## src/rtl/soc_mem_frontend_if.sv

```systemverilog
`default_nettype none
// ============================================================================
//  Module   : soc_mem_frontend_if
//  Purpose  : Single-outstanding memory port between soc_mem_frontend and the
//             SDRAM wrapper. The front end drives address/data/strobes. The
//             memory answers with a 1-cycle ready pulse and read data.
//  Modports : master - front end (drives addr/din/we/oe)
//             slave  - memory side (drives ready/dout)
//  Revision : 1.0  initial release
// ============================================================================
interface soc_mem_frontend_if #(
    parameter int unsigned AW = 25,
    parameter int unsigned DW = 8
);
    logic [AW-1:0] mem_addr;
    logic [DW-1:0] mem_din;
    logic          mem_we;
    logic          mem_oe;
    logic          mem_ready;
    logic [DW-1:0] mem_dout;

    modport master (
        output mem_addr, mem_din, mem_we, mem_oe,
        input  mem_ready, mem_dout
    );

    modport slave (
        input  mem_addr, mem_din, mem_we, mem_oe,
        output mem_ready, mem_dout
    );
endinterface
`default_nettype wire

```

## src/rtl/soc_mem_frontend.sv

```systemverilog
`default_nettype none
// ============================================================================
//  Module   : soc_mem_frontend
//  Purpose  : Memory front end for MiST SoC tops. It arbitrates NCH client
//             channels and the data_io ROM download stream onto one
//             single-outstanding memory port. It also generates the CPU reset
//             hold sequence and the sticky rom_loaded flag.
//  Ports    : clk, reset_n      clock, synchronous active-low reset
//             i_ext_reset       OSD/IO reset request (level)
//             i_dl_*            download stream (active, byte strobe, addr, data)
//             i_ch_* / o_ch_*   NCH client channels (req/we/addr/wdata, ack/rdata)
//             mem               memory port (soc_mem_frontend_if.master)
//             o_cpu_reset       active-high CPU/system reset
//             o_rom_loaded      sticky: a download has completed
//             o_dl_overrun      sticky: a download byte was dropped
//  Config   : WRITE_PROTECT_EN  when defined, channel writes at or above
//                               DL_BASE are suppressed once the ROM is loaded.
//                               Such a write is acked without a memory cycle.
//  Revision : 1.0  initial release
// ============================================================================
module soc_mem_frontend #(
    parameter int unsigned   NCH      = 2,
    parameter int unsigned   AW       = 25,
    parameter int unsigned   DW       = 8,
    parameter logic [AW-1:0] DL_BASE  = 25'h1800000,
    parameter int unsigned   DL_AW    = 14,
    parameter int unsigned   RST_HOLD = 255
)(
    input  logic              clk,
    input  logic              reset_n,
    input  logic              i_ext_reset,
    input  logic              i_dl_active,
    input  logic              i_dl_wr,
    input  logic [AW-1:0]     i_dl_addr,
    input  logic [DW-1:0]     i_dl_data,
    input  logic [NCH-1:0]    i_ch_req,
    input  logic [NCH-1:0]    i_ch_we,
    input  logic [NCH*AW-1:0] i_ch_addr,
    input  logic [NCH*DW-1:0] i_ch_wdata,
    output logic [NCH-1:0]    o_ch_ack,
    output logic [DW-1:0]     o_ch_rdata,
    soc_mem_frontend_if.master mem,
    output logic              o_cpu_reset,
    output logic              o_rom_loaded,
    output logic              o_dl_overrun
);

    localparam int unsigned   c_IW       = (NCH > 1) ? $clog2(NCH) : 1;
    localparam int unsigned   c_CW       = (RST_HOLD > 1) ? $clog2(RST_HOLD + 1) : 1;
    localparam logic [c_CW-1:0] c_HOLD_MAX = c_CW'(RST_HOLD);

    typedef enum logic [1:0] {
        ST_IDLE = 2'd0,
        ST_DL   = 2'd1,
        ST_CH   = 2'd2,
        ST_WP   = 2'd3
    } state_t;

    state_t            r_state;
    state_t            w_state_nxt;

    // Download buffer (one entry)
    logic              r_dl_full;
    logic [AW-1:0]     r_dl_addr;
    logic [DW-1:0]     r_dl_data;
    logic              r_dl_overrun;

    // Client access bookkeeping
    logic [c_IW-1:0]   r_gnt;
    logic              r_rd;
    logic [NCH-1:0]    r_ch_ack;
    logic [DW-1:0]     r_ch_rdata;

    // Memory port registers
    logic [AW-1:0]     r_mem_addr;
    logic [DW-1:0]     r_mem_din;
    logic              r_mem_we;
    logic              r_mem_oe;

    // Reset sequencer / load tracking
    logic [c_CW-1:0]   r_hold;
    logic              r_dl_active_q;
    logic              r_rom_loaded;

    // Combinational decode
    logic              w_grant_ch;
    logic [c_IW-1:0]   w_grant_idx;
    logic [AW-1:0]     w_sel_addr;
    logic [DW-1:0]     w_sel_wdata;
    logic              w_sel_we;
    logic              w_wp_hit;
    logic              w_take_dl;
    logic              w_take_ch;
    logic              w_dl_free;
    logic              w_dl_accept;
    logic [AW-1:0]     w_dl_addr;
    logic              w_unused_dl_hi;

    // Only the low DL_AW download address bits are meaningful.
    assign w_unused_dl_hi = |i_dl_addr[AW-1:DL_AW];
    assign w_dl_addr      = DL_BASE + AW'(i_dl_addr[DL_AW-1:0]);

    // Fixed priority: lowest index wins. A channel whose ack is on the wire
    // this cycle still has its request up, so it is masked to avoid a
    // spurious second grant.
    always_comb begin
        w_grant_ch  = 1'b0;
        w_grant_idx = '0;
        for (int i = NCH - 1; i >= 0; i--) begin
            if (i_ch_req[i] && !r_ch_ack[i]) begin
                w_grant_ch  = 1'b1;
                w_grant_idx = c_IW'(i);
            end
        end
    end

    assign w_sel_addr  = i_ch_addr[w_grant_idx*AW +: AW];
    assign w_sel_wdata = i_ch_wdata[w_grant_idx*DW +: DW];
    assign w_sel_we    = i_ch_we[w_grant_idx];

`ifdef WRITE_PROTECT_EN
    assign w_wp_hit = r_rom_loaded && w_sel_we && (w_sel_addr >= DL_BASE);
`else
    assign w_wp_hit = 1'b0;
`endif

    // A pending download byte always beats the clients. Clients are held off
    // for the whole download window.
    assign w_take_dl   = (r_state == ST_IDLE) && r_dl_full;
    assign w_take_ch   = (r_state == ST_IDLE) && !r_dl_full && !i_dl_active && w_grant_ch;
    assign w_dl_free   = (r_state == ST_DL) && mem.mem_ready;
    // The buffer may be refilled in the same cycle it is being freed.
    assign w_dl_accept = i_dl_wr && i_dl_active && (!r_dl_full || w_dl_free);

    // ------------------------------------------------------------------------
    // FSM
    // ------------------------------------------------------------------------
    always_ff @(posedge clk) begin
        if (!reset_n) begin
            r_state <= ST_IDLE;
        end else begin
            r_state <= w_state_nxt;
        end
    end

    always_comb begin
        w_state_nxt = r_state;
        case (r_state)
            ST_IDLE: begin
                if (w_take_dl) begin
                    w_state_nxt = ST_DL;
                end else if (w_take_ch) begin
                    w_state_nxt = w_wp_hit ? ST_WP : ST_CH;
                end
            end
            ST_DL, ST_CH: begin
                if (mem.mem_ready) begin
                    w_state_nxt = ST_IDLE;
                end
            end
            ST_WP:   w_state_nxt = ST_IDLE;
            default: w_state_nxt = ST_IDLE;
        endcase
    end

    // ------------------------------------------------------------------------
    // Memory port and client response datapath
    // ------------------------------------------------------------------------
    always_ff @(posedge clk) begin
        if (!reset_n) begin
            r_mem_addr <= '0;
            r_mem_din  <= '0;
            r_mem_we   <= 1'b0;
            r_mem_oe   <= 1'b0;
            r_gnt      <= '0;
            r_rd       <= 1'b0;
            r_ch_ack   <= '0;
            r_ch_rdata <= '0;
        end else begin
            r_ch_ack <= '0;
            case (r_state)
                ST_IDLE: begin
                    if (w_take_dl) begin
                        r_mem_addr <= r_dl_addr;
                        r_mem_din  <= r_dl_data;
                        r_mem_we   <= 1'b1;
                    end else if (w_take_ch) begin
                        r_gnt <= w_grant_idx;
                        r_rd  <= !w_sel_we;
                        // A protected write never reaches the memory port.
                        if (!w_wp_hit) begin
                            r_mem_addr <= w_sel_addr;
                            r_mem_din  <= w_sel_wdata;
                            r_mem_we   <= w_sel_we;
                            r_mem_oe   <= !w_sel_we;
                        end
                    end
                end
                ST_DL: begin
                    if (mem.mem_ready) begin
                        r_mem_we <= 1'b0;
                    end
                end
                ST_CH: begin
                    if (mem.mem_ready) begin
                        r_mem_we        <= 1'b0;
                        r_mem_oe        <= 1'b0;
                        r_ch_ack[r_gnt] <= 1'b1;
                        if (r_rd) begin
                            r_ch_rdata <= mem.mem_dout;
                        end
                    end
                end
                ST_WP: begin
                    r_ch_ack[r_gnt] <= 1'b1;
                end
                default: begin
                    r_mem_we <= 1'b0;
                    r_mem_oe <= 1'b0;
                end
            endcase
        end
    end

    // ------------------------------------------------------------------------
    // Download buffer
    // ------------------------------------------------------------------------
    always_ff @(posedge clk) begin
        if (!reset_n) begin
            r_dl_full    <= 1'b0;
            r_dl_addr    <= '0;
            r_dl_data    <= '0;
            r_dl_overrun <= 1'b0;
        end else begin
            if (w_dl_accept) begin
                r_dl_full <= 1'b1;
                r_dl_addr <= w_dl_addr;
                r_dl_data <= i_dl_data;
            end else begin
                if (w_dl_free) begin
                    r_dl_full <= 1'b0;
                end
                if (i_dl_wr && i_dl_active) begin
                    r_dl_overrun <= 1'b1;
                end
            end
        end
    end

    // ------------------------------------------------------------------------
    // CPU reset hold counter and ROM-loaded flag
    // ------------------------------------------------------------------------
    always_ff @(posedge clk) begin
        if (!reset_n) begin
            r_hold        <= '0;
            r_dl_active_q <= 1'b0;
            r_rom_loaded  <= 1'b0;
        end else begin
            r_dl_active_q <= i_dl_active;
            if (i_ext_reset || i_dl_active) begin
                r_hold <= '0;
            end else if (r_hold != c_HOLD_MAX) begin
                r_hold <= r_hold + 1'b1;
            end
            if (r_dl_active_q && !i_dl_active) begin
                r_rom_loaded <= 1'b1;
            end
        end
    end

    assign mem.mem_addr = r_mem_addr;
    assign mem.mem_din  = r_mem_din;
    assign mem.mem_we   = r_mem_we;
    assign mem.mem_oe   = r_mem_oe;

    assign o_ch_ack     = r_ch_ack;
    assign o_ch_rdata   = r_ch_rdata;
    assign o_cpu_reset  = (r_hold != c_HOLD_MAX);
    assign o_rom_loaded = r_rom_loaded;
    assign o_dl_overrun = r_dl_overrun;

endmodule
`default_nettype wire

```

## src/flat_wrapper.sv

```systemverilog
// flat-port wrapper written by rule: the top's interface ports become plain ports
module soc_mem_frontend_flat 
#(
    parameter int unsigned   NCH      = 2,
    parameter int unsigned   AW       = 25,
    parameter int unsigned   DW       = 8,
    parameter logic [AW-1:0] DL_BASE  = 25'h1800000,
    parameter int unsigned   DL_AW    = 14,
    parameter int unsigned   RST_HOLD = 255
)
  (clk, reset_n, i_ext_reset, i_dl_active, i_dl_wr, i_dl_addr, i_dl_data, i_ch_req, i_ch_we, i_ch_addr, i_ch_wdata, o_ch_ack, o_ch_rdata, o_cpu_reset, o_rom_loaded, o_dl_overrun, mem_mem_addr, mem_mem_din, mem_mem_we, mem_mem_oe, mem_mem_ready, mem_mem_dout);
  soc_mem_frontend_if #(.AW(AW), .DW(DW)) mem_i ();
  input  logic clk;
  input  logic reset_n;
  input  logic i_ext_reset;
  input  logic i_dl_active;
  input  logic i_dl_wr;
  input  logic [AW-1:0] i_dl_addr;
  input  logic [DW-1:0] i_dl_data;
  input  logic [NCH-1:0] i_ch_req;
  input  logic [NCH-1:0] i_ch_we;
  input  logic [NCH*AW-1:0] i_ch_addr;
  input  logic [NCH*DW-1:0] i_ch_wdata;
  output logic [NCH-1:0] o_ch_ack;
  output logic [DW-1:0] o_ch_rdata;
  output logic o_cpu_reset;
  output logic o_rom_loaded;
  output logic o_dl_overrun;
  output wire logic [$bits(mem_i.mem_addr)-1:0] mem_mem_addr;
  output wire logic [$bits(mem_i.mem_din)-1:0] mem_mem_din;
  output wire logic [$bits(mem_i.mem_we)-1:0] mem_mem_we;
  output wire logic [$bits(mem_i.mem_oe)-1:0] mem_mem_oe;
  input wire logic [$bits(mem_i.mem_ready)-1:0] mem_mem_ready;
  input wire logic [$bits(mem_i.mem_dout)-1:0] mem_mem_dout;
  assign mem_mem_addr = mem_i.mem_addr;
  assign mem_mem_din = mem_i.mem_din;
  assign mem_mem_we = mem_i.mem_we;
  assign mem_mem_oe = mem_i.mem_oe;
  assign mem_i.mem_ready = mem_mem_ready;
  assign mem_i.mem_dout = mem_mem_dout;
  soc_mem_frontend #(.NCH(NCH), .AW(AW), .DW(DW), .DL_BASE(DL_BASE), .DL_AW(DL_AW), .RST_HOLD(RST_HOLD)) u_core (.clk(clk), .reset_n(reset_n), .i_ext_reset(i_ext_reset), .i_dl_active(i_dl_active), .i_dl_wr(i_dl_wr), .i_dl_addr(i_dl_addr), .i_dl_data(i_dl_data), .i_ch_req(i_ch_req), .i_ch_we(i_ch_we), .i_ch_addr(i_ch_addr), .i_ch_wdata(i_ch_wdata), .o_ch_ack(o_ch_ack), .o_ch_rdata(o_ch_rdata), .mem(mem_i), .o_cpu_reset(o_cpu_reset), .o_rom_loaded(o_rom_loaded), .o_dl_overrun(o_dl_overrun));
endmodule
```

## config.mk

```make
export PLATFORM = sky130hd
export DESIGN_NAME = soc_mem_frontend_flat
export DESIGN_NICKNAME = d
export VERILOG_FILES = /design/src/rtl/soc_mem_frontend_if.sv /design/src/rtl/soc_mem_frontend.sv /design/src/flat_wrapper.sv
export SDC_FILE = /design/constraint.sdc
export NUM_CORES = 1
export LEC_CHECK = 0
export BUFFER_PORTS_ARGS = -buffer_cell sky130_fd_sc_hd__buf_2
export CORE_MARGIN = 2
export CORE_UTILIZATION = 25
export CTS_BUF_LIST = sky130_fd_sc_hd__clkbuf_16
export CTS_CLUSTER_SIZE = 8
export DETAILED_ROUTE_END_ITERATION = 12
export PLACE_DENSITY = 0.55
export SLEW_MARGIN = 20
export SYNTH_ARGS = -nofsm -noshare
export SYNTH_HDL_FRONTEND = slang
export SYNTH_SLANG_ARGS = --single-unit
export TNS_END_PERCENT = 1
```

## constraint.sdc

```tcl
create_clock -name clk -period 3.8 [get_ports clk]
set_input_delay 0.76 -clock clk [delete_from_list [all_inputs] [get_ports clk]]
set_output_delay 0.76 -clock clk [all_outputs]
set_load 0.02 [all_outputs]
```

==> run_summary.xml, run 1 <==
<?xml version="1.0" encoding="UTF-8"?>
<metrics>
  <group name="outcome">
    <metric name="run_status" unit="">finished clean</metric>
  </group>
  <group name="clocking">
    <metric name="cts.reportedPaths.clkPinSlew" unit="ps">60</metric>
    <metric name="cell_at_the_root_of_the_clock_tree" unit="">clkbuf_16</metric>
    <metric name="tritoncts_clock_tree" unit="">yes</metric>
    <metric name="htreeDepth" unit="">3</metric>
    <metric name="post_cts.resized_instances" unit="">0</metric>
    <metric name="tritoncts.num_buffers" unit="">9</metric>
    <metric name="postCtsSetupRepairBufs" unit="">0</metric>
    <metric name="clock_latency" unit="ps">330</metric>
    <metric name="cts_hold_buf" unit="">0</metric>
    <metric name="clock_sink_count" unit="">84</metric>
    <metric name="cts.path.max_buffers" unit="">2</metric>
  </group>
  <group name="timing">
    <metric name="final-setup-viol-count" unit="">0</metric>
    <metric name="worst_clock_skew_on_the_final_layout" unit="ps">2.98</metric>
    <metric name="fin_crit_sh" unit="">0.653</metric>
    <metric name="final.setup.tns" unit="ps">0</metric>
    <metric name="period_minus_slack" unit="ps">2480</metric>
    <metric name="worst_hold_slack" unit="ps">453</metric>
    <metric name="final_hold_viol_count" unit="">0</metric>
    <metric name="achievable-frequency" unit="MHz">403</metric>
    <metric name="slew_at_the_pin_with_the_worst_max_slew_slack" unit="ps">1060</metric>
    <metric name="timing.final.max_slew_violations" unit="">0</metric>
    <metric name="max-slew-margin-rel" unit="">0.291</metric>
    <metric name="rsz_0062_raised_after_global_routing" unit="">no</metric>
  </group>
  <group name="critical_path">
    <metric name="timing.critical_path.max_delay_family" unit="">simple AND/OR/NAND/NOR gates</metric>
    <metric name="start_kind" unit="">flip-flop</metric>
    <metric name="critical-path-slowest-cell" unit="">dfxtp_1</metric>
    <metric name="critical_path_arrival" unit="ps">1720</metric>
    <metric name="cpPeakStageDelay" unit="ps">380</metric>
    <metric name="critical_path.reg2reg.startpoint" unit="">u_core.r_dl_full$_SDFFE_PN0P_</metric>
    <metric name="worst-setup-path-type" unit="">flip-flop to primary output</metric>
    <metric name="worstReg2RegEnd" unit="">u_core.r_dl_data[7]$_SDFFE_PN0P_</metric>
    <metric name="reg2reg_setup_slack" unit="ps">1330</metric>
    <metric name="timing.critical_path.depth" unit="">5</metric>
    <metric name="setup.worst_path.end_class" unit="">primary output</metric>
    <metric name="crit_start" unit="">u_core.r_hold[0]$_SDFFE_PP0P_</metric>
    <metric name="timing.critical_path.to" unit="">o_cpu_reset</metric>
    <metric name="worstPathMaxFanout" unit="">5</metric>
    <metric name="worst-endpoint-required" unit="ps">3040</metric>
    <metric name="path_cells" unit="">ha_1 &gt; nand3_1 &gt; nor2_1 &gt; inv_1 &gt; buf_2</metric>
    <metric name="ff2ff_path_depth" unit="">5</metric>
    <metric name="cp.buffers_inverters" unit="">2</metric>
  </group>
  <group name="global_routing">
    <metric name="global_route.overflow_total" unit="">0</metric>
    <metric name="first_global_vias" unit="">3818</metric>
    <metric name="grt_util_met2" unit="">0.256</metric>
    <metric name="grt_max_degree" unit="">40</metric>
    <metric name="globalRoute.busiestLayer" unit="">met2</metric>
    <metric name="grt_use_total" unit="">0.149</metric>
    <metric name="global_route.usage.met3" unit="">0.0214</metric>
    <metric name="wire_length_of_the_first_global_routing_pass" unit="mm">19.2</metric>
    <metric name="antenna_found_initial" unit="">0</metric>
    <metric name="grt.met1_usage" unit="">0.191</metric>
  </group>
  <group name="placement">
    <metric name="port_buffers" unit="">153</metric>
    <metric name="dp_hpwl" unit="mm">8.62</metric>
    <metric name="post-place-cells" unit="">800</metric>
    <metric name="gp_congestion" unit="">0.788</metric>
  </group>
  <group name="cells_and_area">
    <metric name="drive_above_1_share" unit="">0.291</metric>
    <metric name="growth_of_design_area_from_synthesis_to_finish" unit="%">30.9</metric>
    <metric name="fillers" unit="">1604</metric>
    <metric name="n_antenna_cell" unit="">0</metric>
    <metric name="multi_input_logic_area" unit="um2">1950</metric>
    <metric name="area.sequential" unit="um2">1680</metric>
    <metric name="nNetsFinal" unit="">746</metric>
    <metric name="instances_no_fill" unit="">814</metric>
  </group>
  <group name="synth">
    <metric name="ys_dominant_reg_cell" unit="">dfxtp_1</metric>
    <metric name="yosysUniqueCellTypes" unit="">35</metric>
    <metric name="synth_enable_flop_cells" unit="">0</metric>
    <metric name="netlist_area" unit="um2">3800</metric>
    <metric name="synth_fp_nets" unit="">612</metric>
    <metric name="number_of_cells_produced_by_synthesis" unit="">489</metric>
    <metric name="synth-warning-count" unit="">0</metric>
    <metric name="ys_seq_area_frac" unit="">0.442</metric>
    <metric name="synthArstFlopShare" unit="">0</metric>
    <metric name="postSynthRegisterBits" unit="">84</metric>
    <metric name="synthesis.area_per_instance" unit="um2">7.78</metric>
  </group>
  <group name="floorplan">
    <metric name="coreArea" unit="um2">15000</metric>
    <metric name="floorplan.die_area" unit="um2">16200</metric>
    <metric name="die_w" unit="um">127</metric>
    <metric name="fp.dieH" unit="um">127</metric>
    <metric name="floorplan.rows" unit="">45</metric>
    <metric name="top_level_port_count" unit="">165</metric>
    <metric name="initial_utilization" unit="">0.253</metric>
  </group>
  <group name="detailed_routing">
    <metric name="wl_per_cell" unit="um">15.0</metric>
    <metric name="drtAntennaViolNets" unit="">0</metric>
    <metric name="initialDrtViolationCount" unit="">179</metric>
    <metric name="dr_total_vias" unit="">3914</metric>
    <metric name="detail_route.first_pass.iterations" unit="">4</metric>
    <metric name="routed_wirelength" unit="mm">12.2</metric>
    <metric name="vias_per_cell" unit="">4.81</metric>
    <metric name="drc_errors" unit="">0</metric>
  </group>
  <group name="min_path">
    <metric name="worst_hold_path_type" unit="">flip-flop to flip-flop</metric>
  </group>
  <group name="pwr">
    <metric name="ir_worst_vdd" unit="mV">0.180</metric>
    <metric name="powerDensity" unit="nW/um2">428</metric>
    <metric name="total_leakage_power" unit="nW">2.20</metric>
  </group>
  <group name="flow_run">
    <metric name="max_cap_violations" unit="">0</metric>
  </group>
</metrics>
through the flow:
stage	cell area (um2)	utilization	power, W	setup WS (ps)
floorplan	3800	-	0.00123	1770
global placement	4730	0.315	0.00138	1190
detailed placement	4730	0.315	0.00139	1140
CTS	4980	0.331	0.00217	1270
global route	4980	0.331	0.00225	1140
finish	4980	0.331	0.00213	1320
routing by layer:
layer	vias up	wire length, um
met5	-	0
met3	11	579
met1	1828	5650
li1	1970	-
met4	0	197
met2	105	5750
sequential cells by signal, indices dropped and copies added, names as in the netlist, 2 cells and up:
name                 cells
u_core.o_ch_ack          2
u_core.r_dl_addr        15
u_core.r_dl_data         8
u_core.o_ch_rdata        8
u_core.mem.mem_addr     25
u_core.r_state           2
u_core.mem.mem_din       8
u_core.r_hold            8
synthesized netlist by cell type (3+ instances only):
cell	number	area, um2
xor2_1	3	26.3
a31oi_1	24	150
and3_1	4	25.0
clkbuf_1	32	120
nor2_1	35	131
nand2_1	87	327
dfxtp_1	84	1680
o21ai_0	4	20.0
ha_1	6	75.1
inv_1	6	22.5
a21o_1	30	225
mux2i_1	9	90.1
nand3_1	88	440
nand2b_1	4	25.0
a21oi_1	36	180
a311oi_1	5	43.8
buf_1	6	22.5
nor2b_1	4	25.0
layout make-up:
class	instances	area share
Inverter	7	0.00528
Multi-Input combinational cell	358	0.391
Sequential cell	84	0.338
Tap cell	188	0.0473
Clock inverter	5	0.00452
Clock buffer	9	0.0452
Timing Repair Buffer	163	0.169
kinds of logic (layout without fill, tap and decap cells):
family | after synthesis | in the layout | share of synthesized area
compound gates | 109 | 109 | 0.186
buf+inv | 47 | 184 | 0.0503
xor+xnor | 3 | 3 | 0.00691
mux | 9 | 9 | 0.0237
fa+ha+maj | 6 | 6 | 0.0197
flops | 84 | 84 | 0.442
simple gates | 231 | 231 | 0.271
layout by cell type (no fill, tap or decap), drive strengths merged, types with 5 or more instances in the layout:
master | netlist | layout
dfxtp | 84 | 84
clkbuf | 32 | 9
a21o | 30 | 30
buf | 8 | 163
mux2i | 9 | 9
a311oi | 5 | 5
a21oi | 37 | 37
inv | 6 | 8
nand3 | 88 | 88
nor2 | 35 | 35
ha | 6 | 6
a31oi | 24 | 24
nand2 | 87 | 87
how the worst min path moves through the flow:
stage                     slack, ps  cells after the start                                to                              from
after floorplan                 410                      1     u_core.o_ch_ack[0]$_SDFF_PN0_         u_core.r_gnt$_SDFFE_PN0P_
after global routing            470                      2  u_core.r_dl_addr[6]$_SDFFE_PN0P_  u_core.r_dl_addr[6]$_SDFFE_PN0P_
after CTS                       460                      2  u_core.r_dl_addr[2]$_SDFFE_PN0P_  u_core.r_dl_addr[2]$_SDFFE_PN0P_
final                           450                      2  u_core.r_dl_addr[4]$_SDFFE_PN0P_  u_core.r_dl_addr[4]$_SDFFE_PN0P_
after detailed placement        450                      2     u_core.o_ch_ack[1]$_SDFF_PN0_         u_core.r_gnt$_SDFFE_PN0P_
after global placement          440                      1     u_core.o_ch_ack[0]$_SDFF_PN0_         u_core.r_gnt$_SDFFE_PN0P_
worst min-delay path, stage by stage, from the launching register on:
cell and delay (ps):
dfxtp_1 310, nand2_1 50, a21oi_1 50
power breakdown:
| group | total [W] | internal, W | leakage, nW | switching, W |
|---|---|---|---|---|
| registers | 0.000966 | 0.000932 | 0.685 | 0.0000334 |
| clock network | 0.000761 | 0.000427 | 0.130 | 0.000334 |
| logic | 0.000402 | 0.000150 | 1.38 | 0.000252 |
Note: power is estimated with default switching activity, not from simulation.
==> run 2, diff against run 1 <==
Settings changed: ABC_AREA set to 1, PLACE_DENSITY 0.55 to 0.57.
Clock period 3.8 ns to 2.1 ns, I/O delays scaled along.
==> run_summary.xml, run 2 <==
<?xml version="1.0" encoding="UTF-8"?>
<metrics>
  <group name="outcome">
    <metric name="run_status" unit="">finished clean</metric>
  </group>
  <group name="critical_path">
    <metric name="worstReg2RegEnd" unit="">u_core.mem.mem_addr[7]$_SDFFE_PN0P_</metric>
    <metric name="path_cells" unit="">ha_1 &gt; nand3_1 &gt; nor3_2 &gt; nand2_1 &gt; buf_2</metric>
    <metric name="critical_path.reg2reg.startpoint" unit="">u_core.r_state[1]$_SDFFE_PN0P_</metric>
    <metric name="timing.critical_path.depth" unit="">5</metric>
    <metric name="ff2ff_path_depth" unit="">8</metric>
    <metric name="cpPeakStageDelay" unit="ps">370</metric>
    <metric name="critical_path_arrival" unit="ps">1500</metric>
    <metric name="worst-setup-path-type" unit="">flip-flop to primary output</metric>
    <metric name="start_kind" unit="">flip-flop</metric>
    <metric name="timing.critical_path.max_delay_family" unit="">simple AND/OR/NAND/NOR gates</metric>
    <metric name="worst-endpoint-required" unit="ps">1680</metric>
    <metric name="setup.worst_path.end_class" unit="">primary output</metric>
    <metric name="critical-path-slowest-cell" unit="">dfxtp_1</metric>
    <metric name="reg2reg_setup_slack" unit="ps">240</metric>
    <metric name="worstPathMaxFanout" unit="">4</metric>
    <metric name="cp.buffers_inverters" unit="">1</metric>
  </group>
  <group name="synth">
    <metric name="post_synth_main_area_contributors" unit="">dfxtp_1 (47%), a21oi_1 (14%), o21ai_0 (8.9%)</metric>
    <metric name="ys_dominant_reg_cell" unit="">dfxtp_1</metric>
    <metric name="synth_fp_nets" unit="">610</metric>
    <metric name="synthArstFlopShare" unit="">0</metric>
    <metric name="yosysUniqueCellTypes" unit="">29</metric>
    <metric name="yosys.cell_count.top_type" unit="">a21oi_1</metric>
    <metric name="synth_enable_flop_cells" unit="">0</metric>
    <metric name="postSynthRegisterBits" unit="">84</metric>
    <metric name="synth_largest_type_area_fraction" unit="">0.467</metric>
    <metric name="ys_seq_area_frac" unit="">0.467</metric>
    <metric name="number_of_cells_produced_by_synthesis" unit="">487</metric>
    <metric name="synth_largest_area_cell" unit="">dfxtp_1</metric>
    <metric name="synth.top_cells.by_count" unit="">a21oi_1 (103), dfxtp_1 (84), nand2_1 (65), o21ai_0 (64), nor2_1 (61)</metric>
    <metric name="netlist_area" unit="um2">3600</metric>
    <metric name="synth-warning-count" unit="">0</metric>
    <metric name="synthesis.area_per_instance" unit="um2">7.40</metric>
  </group>
  <group name="placement">
    <metric name="place_area" unit="um2">4580</metric>
    <metric name="post-place-cells" unit="">809</metric>
    <metric name="dp_hpwl" unit="mm">7.80</metric>
    <metric name="gp_congestion" unit="">0.758</metric>
    <metric name="port_buffers" unit="">153</metric>
    <metric name="detailedPlace.worstSlack" unit="ps">244</metric>
  </group>
  <group name="cells_and_area">
    <metric name="stdcell_area" unit="um2">4880</metric>
    <metric name="final_cell_mix" unit="">buf_2 (153), a21oi_1 (103), dfxtp_1 (84)</metric>
    <metric name="final_common_cell" unit="">buf_2</metric>
    <metric name="nNetsFinal" unit="">763</metric>
    <metric name="instances_no_fill" unit="">825</metric>
    <metric name="drive_above_1_share" unit="">0.301</metric>
    <metric name="n_antenna_cell" unit="">0</metric>
    <metric name="growth_of_design_area_from_synthesis_to_finish" unit="%">35.5</metric>
    <metric name="largest_register_ff_count" unit="">25</metric>
  </group>
  <group name="clocking">
    <metric name="tritoncts.num_buffers" unit="">9</metric>
    <metric name="cell_at_the_root_of_the_clock_tree" unit="">clkbuf_16</metric>
    <metric name="clock_latency" unit="ps">350</metric>
    <metric name="htreeDepth" unit="">3</metric>
    <metric name="cts_hold_buf" unit="">0</metric>
    <metric name="cts.reportedPaths.clkPinSlew" unit="ps">60</metric>
    <metric name="clock_sink_count" unit="">84</metric>
    <metric name="tritoncts_clock_tree" unit="">yes</metric>
    <metric name="cts.path.max_buffers" unit="">2</metric>
  </group>
  <group name="timing">
    <metric name="fin_crit_sh" unit="">0.914</metric>
    <metric name="final.setup.tns" unit="ps">0</metric>
    <metric name="achievable-frequency" unit="MHz">521</metric>
    <metric name="final-setup-viol-count" unit="">0</metric>
    <metric name="timing.final.max_slew_violations" unit="">0</metric>
    <metric name="period_minus_slack" unit="ps">1920</metric>
    <metric name="setup_slack" unit="ps">180</metric>
    <metric name="slew_at_the_pin_with_the_worst_max_slew_slack" unit="ps">403</metric>
    <metric name="max-slew-margin-rel" unit="">0.731</metric>
    <metric name="worst_hold_slack" unit="ps">293</metric>
    <metric name="worst_clock_skew_on_the_final_layout" unit="ps">5.59</metric>
    <metric name="rsz_0062_raised_after_global_routing" unit="">no</metric>
    <metric name="final_hold_viol_count" unit="">0</metric>
  </group>
  <group name="global_routing">
    <metric name="antenna_found_initial" unit="">0</metric>
    <metric name="grt_max_degree" unit="">37</metric>
    <metric name="globalRoute.busiestLayer" unit="">met2</metric>
    <metric name="grt.met1_usage" unit="">0.186</metric>
    <metric name="first_global_vias" unit="">3351</metric>
    <metric name="wire_length_of_the_first_global_routing_pass" unit="mm">16.8</metric>
    <metric name="global_route.overflow_total" unit="">0</metric>
    <metric name="grt_use_total" unit="">0.144</metric>
    <metric name="grt_util_met2" unit="">0.224</metric>
    <metric name="global_route.usage.met3" unit="">0.0403</metric>
  </group>
  <group name="pwr">
    <metric name="clock_power_share" unit="">0.373</metric>
    <metric name="powerDensity" unit="nW/um2">871</metric>
    <metric name="total_leakage_power" unit="nW">2.30</metric>
    <metric name="swShare" unit="">0.301</metric>
    <metric name="power.share.sequential" unit="">0.426</metric>
    <metric name="power.internal" unit="W">0.00297</metric>
    <metric name="ir_worst_vdd" unit="mV">0.370</metric>
    <metric name="power.combinational.fraction" unit="">0.202</metric>
    <metric name="power.switching" unit="W">0.00128</metric>
  </group>
  <group name="min_path">
    <metric name="worst_hold_path_type" unit="">input pin to flip-flop</metric>
    <metric name="whs_path_depth" unit="">3</metric>
    <metric name="holdCritStartpoint" unit="">i_dl_addr[8]</metric>
    <metric name="worstHoldEndpoint" unit="">u_core.r_dl_addr[8]$_SDFFE_PN0P_</metric>
  </group>
  <group name="detailed_routing">
    <metric name="drc_errors" unit="">0</metric>
    <metric name="routed_wirelength" unit="mm">11.1</metric>
    <metric name="vias_per_cell" unit="">4.48</metric>
    <metric name="initialDrtViolationCount" unit="">177</metric>
    <metric name="wl_per_cell" unit="um">13.4</metric>
    <metric name="drtAntennaViolNets" unit="">0</metric>
    <metric name="detail_route.first_pass.iterations" unit="">5</metric>
    <metric name="dr_total_vias" unit="">3692</metric>
  </group>
  <group name="floorplan">
    <metric name="initial_utilization" unit="">0.258</metric>
    <metric name="fp.dieH" unit="um">124</metric>
    <metric name="top_level_port_count" unit="">165</metric>
    <metric name="floorplan.rows" unit="">43</metric>
    <metric name="coreArea" unit="um2">14000</metric>
    <metric name="die_w" unit="um">124</metric>
    <metric name="floorplan.die_area" unit="um2">15400</metric>
  </group>
  <group name="flow_run">
    <metric name="max_cap_violations" unit="">0</metric>
  </group>
</metrics>
[run 2: cell count changes after synthesis, sizes merged, moves of 5 or more]
cell / change
o21ai: +64
inv: +32
clkbuf: -24
nor2: +27
nand3: -72
nand2: -20
mux2i: -9
a21oi: +66
buf: +10
a31oi: -21
a21o: -30
a311oi: -5
[run 2: logic make-up (layout without fill, tap and decap cells)]
kind of cell	count (synthesis)	after routing	synth area share
AOI/OAI and AO/OA	180	180	0.257
and+or+nand+nor	148	148	0.166
DFF	84	84	0.467
buffers and inverters	66	224	0.0823
adders and majority gates	6	6	0.0208
xor gates and xnor gates	3	3	0.00730
[run 2: worst max path at each step]
stage / from / to / slack (ps)
2_1_floorplan: u_core.r_state[0]$_SDFFE_PN0P_ / u_core.mem.mem_addr[1]$_SDFFE_PN0P_ / 600
3_3_place_gp: u_core.r_state[0]$_SDFFE_PN0P_ / u_core.mem.mem_addr[19]$_SDFFE_PN0P_ / 280
3_5_place_dp: u_core.r_state[0]$_SDFFE_PN0P_ / u_core.mem.mem_addr[22]$_SDFFE_PN0P_ / 240
4_1_cts: u_core.r_hold[0]$_SDFFE_PP0P_ / o_cpu_reset / 120
5_1_grt: u_core.r_hold[0]$_SDFFE_PP0P_ / o_cpu_reset / 50
6_report: u_core.r_hold[0]$_SDFFE_PP0P_ / o_cpu_reset / 180
[run 2: cell type report]
class,count,area (um2)
Clock inverter,7,67.6
Tap cell,180,225
Multi-Input combinational cell,337,1630
Clock buffer,9,225
Sequential cell,84,1680
Timing Repair Buffer,168,903
Fill cell,1578,9110
Inverter,40,150
[run 2: power by group through the flow]
stage | clock [W] | combinational (W) | sequential [W]
after detailed placement | 0 | 0.000867 | 0.00184
after floorplan | 0 | 0.000412 | 0.00196
final | 0.00158 | 0.000858 | 0.00181
after global placement | 0 | 0.000861 | 0.00184
after global routing | 0.00170 | 0.000959 | 0.00182
after CTS | 0.00163 | 0.000871 | 0.00181
[run 2: timing repair]
| action | in CTS | in global routing |
|---|---|---|
| endpoints found under the setup margin | 0 | 1 |
| buffers inserted | 0 | 0 |
| gates resized for setup | 0 | 1 |
[run 2: layer usage]
metal | up-vias | share of wire | routed length [um]
met3 | 15 | 0.067 | 739
li1 | 1928 | - | -
met2 | 100 | 0.45 | 4930
met4 | 0 | 0.018 | 201
met5 | - | 0 | 0
met1 | 1649 | 0.47 | 5190
[run 2: through the flow]
step | total power (W) | util
6_report | 0.00425 | 0.349
5_1_grt | 0.00449 | 0.349
4_1_cts | 0.00431 | 0.349
3_5_place_dp | 0.00271 | 0.328
3_3_place_gp | 0.00270 | 0.328
2_1_floorplan | 0.00237 | -
[run 2: worst min-delay path, stage by stage]
cell,delay [ps]
buf_2,70
nor2_1,30
nor2_1,80
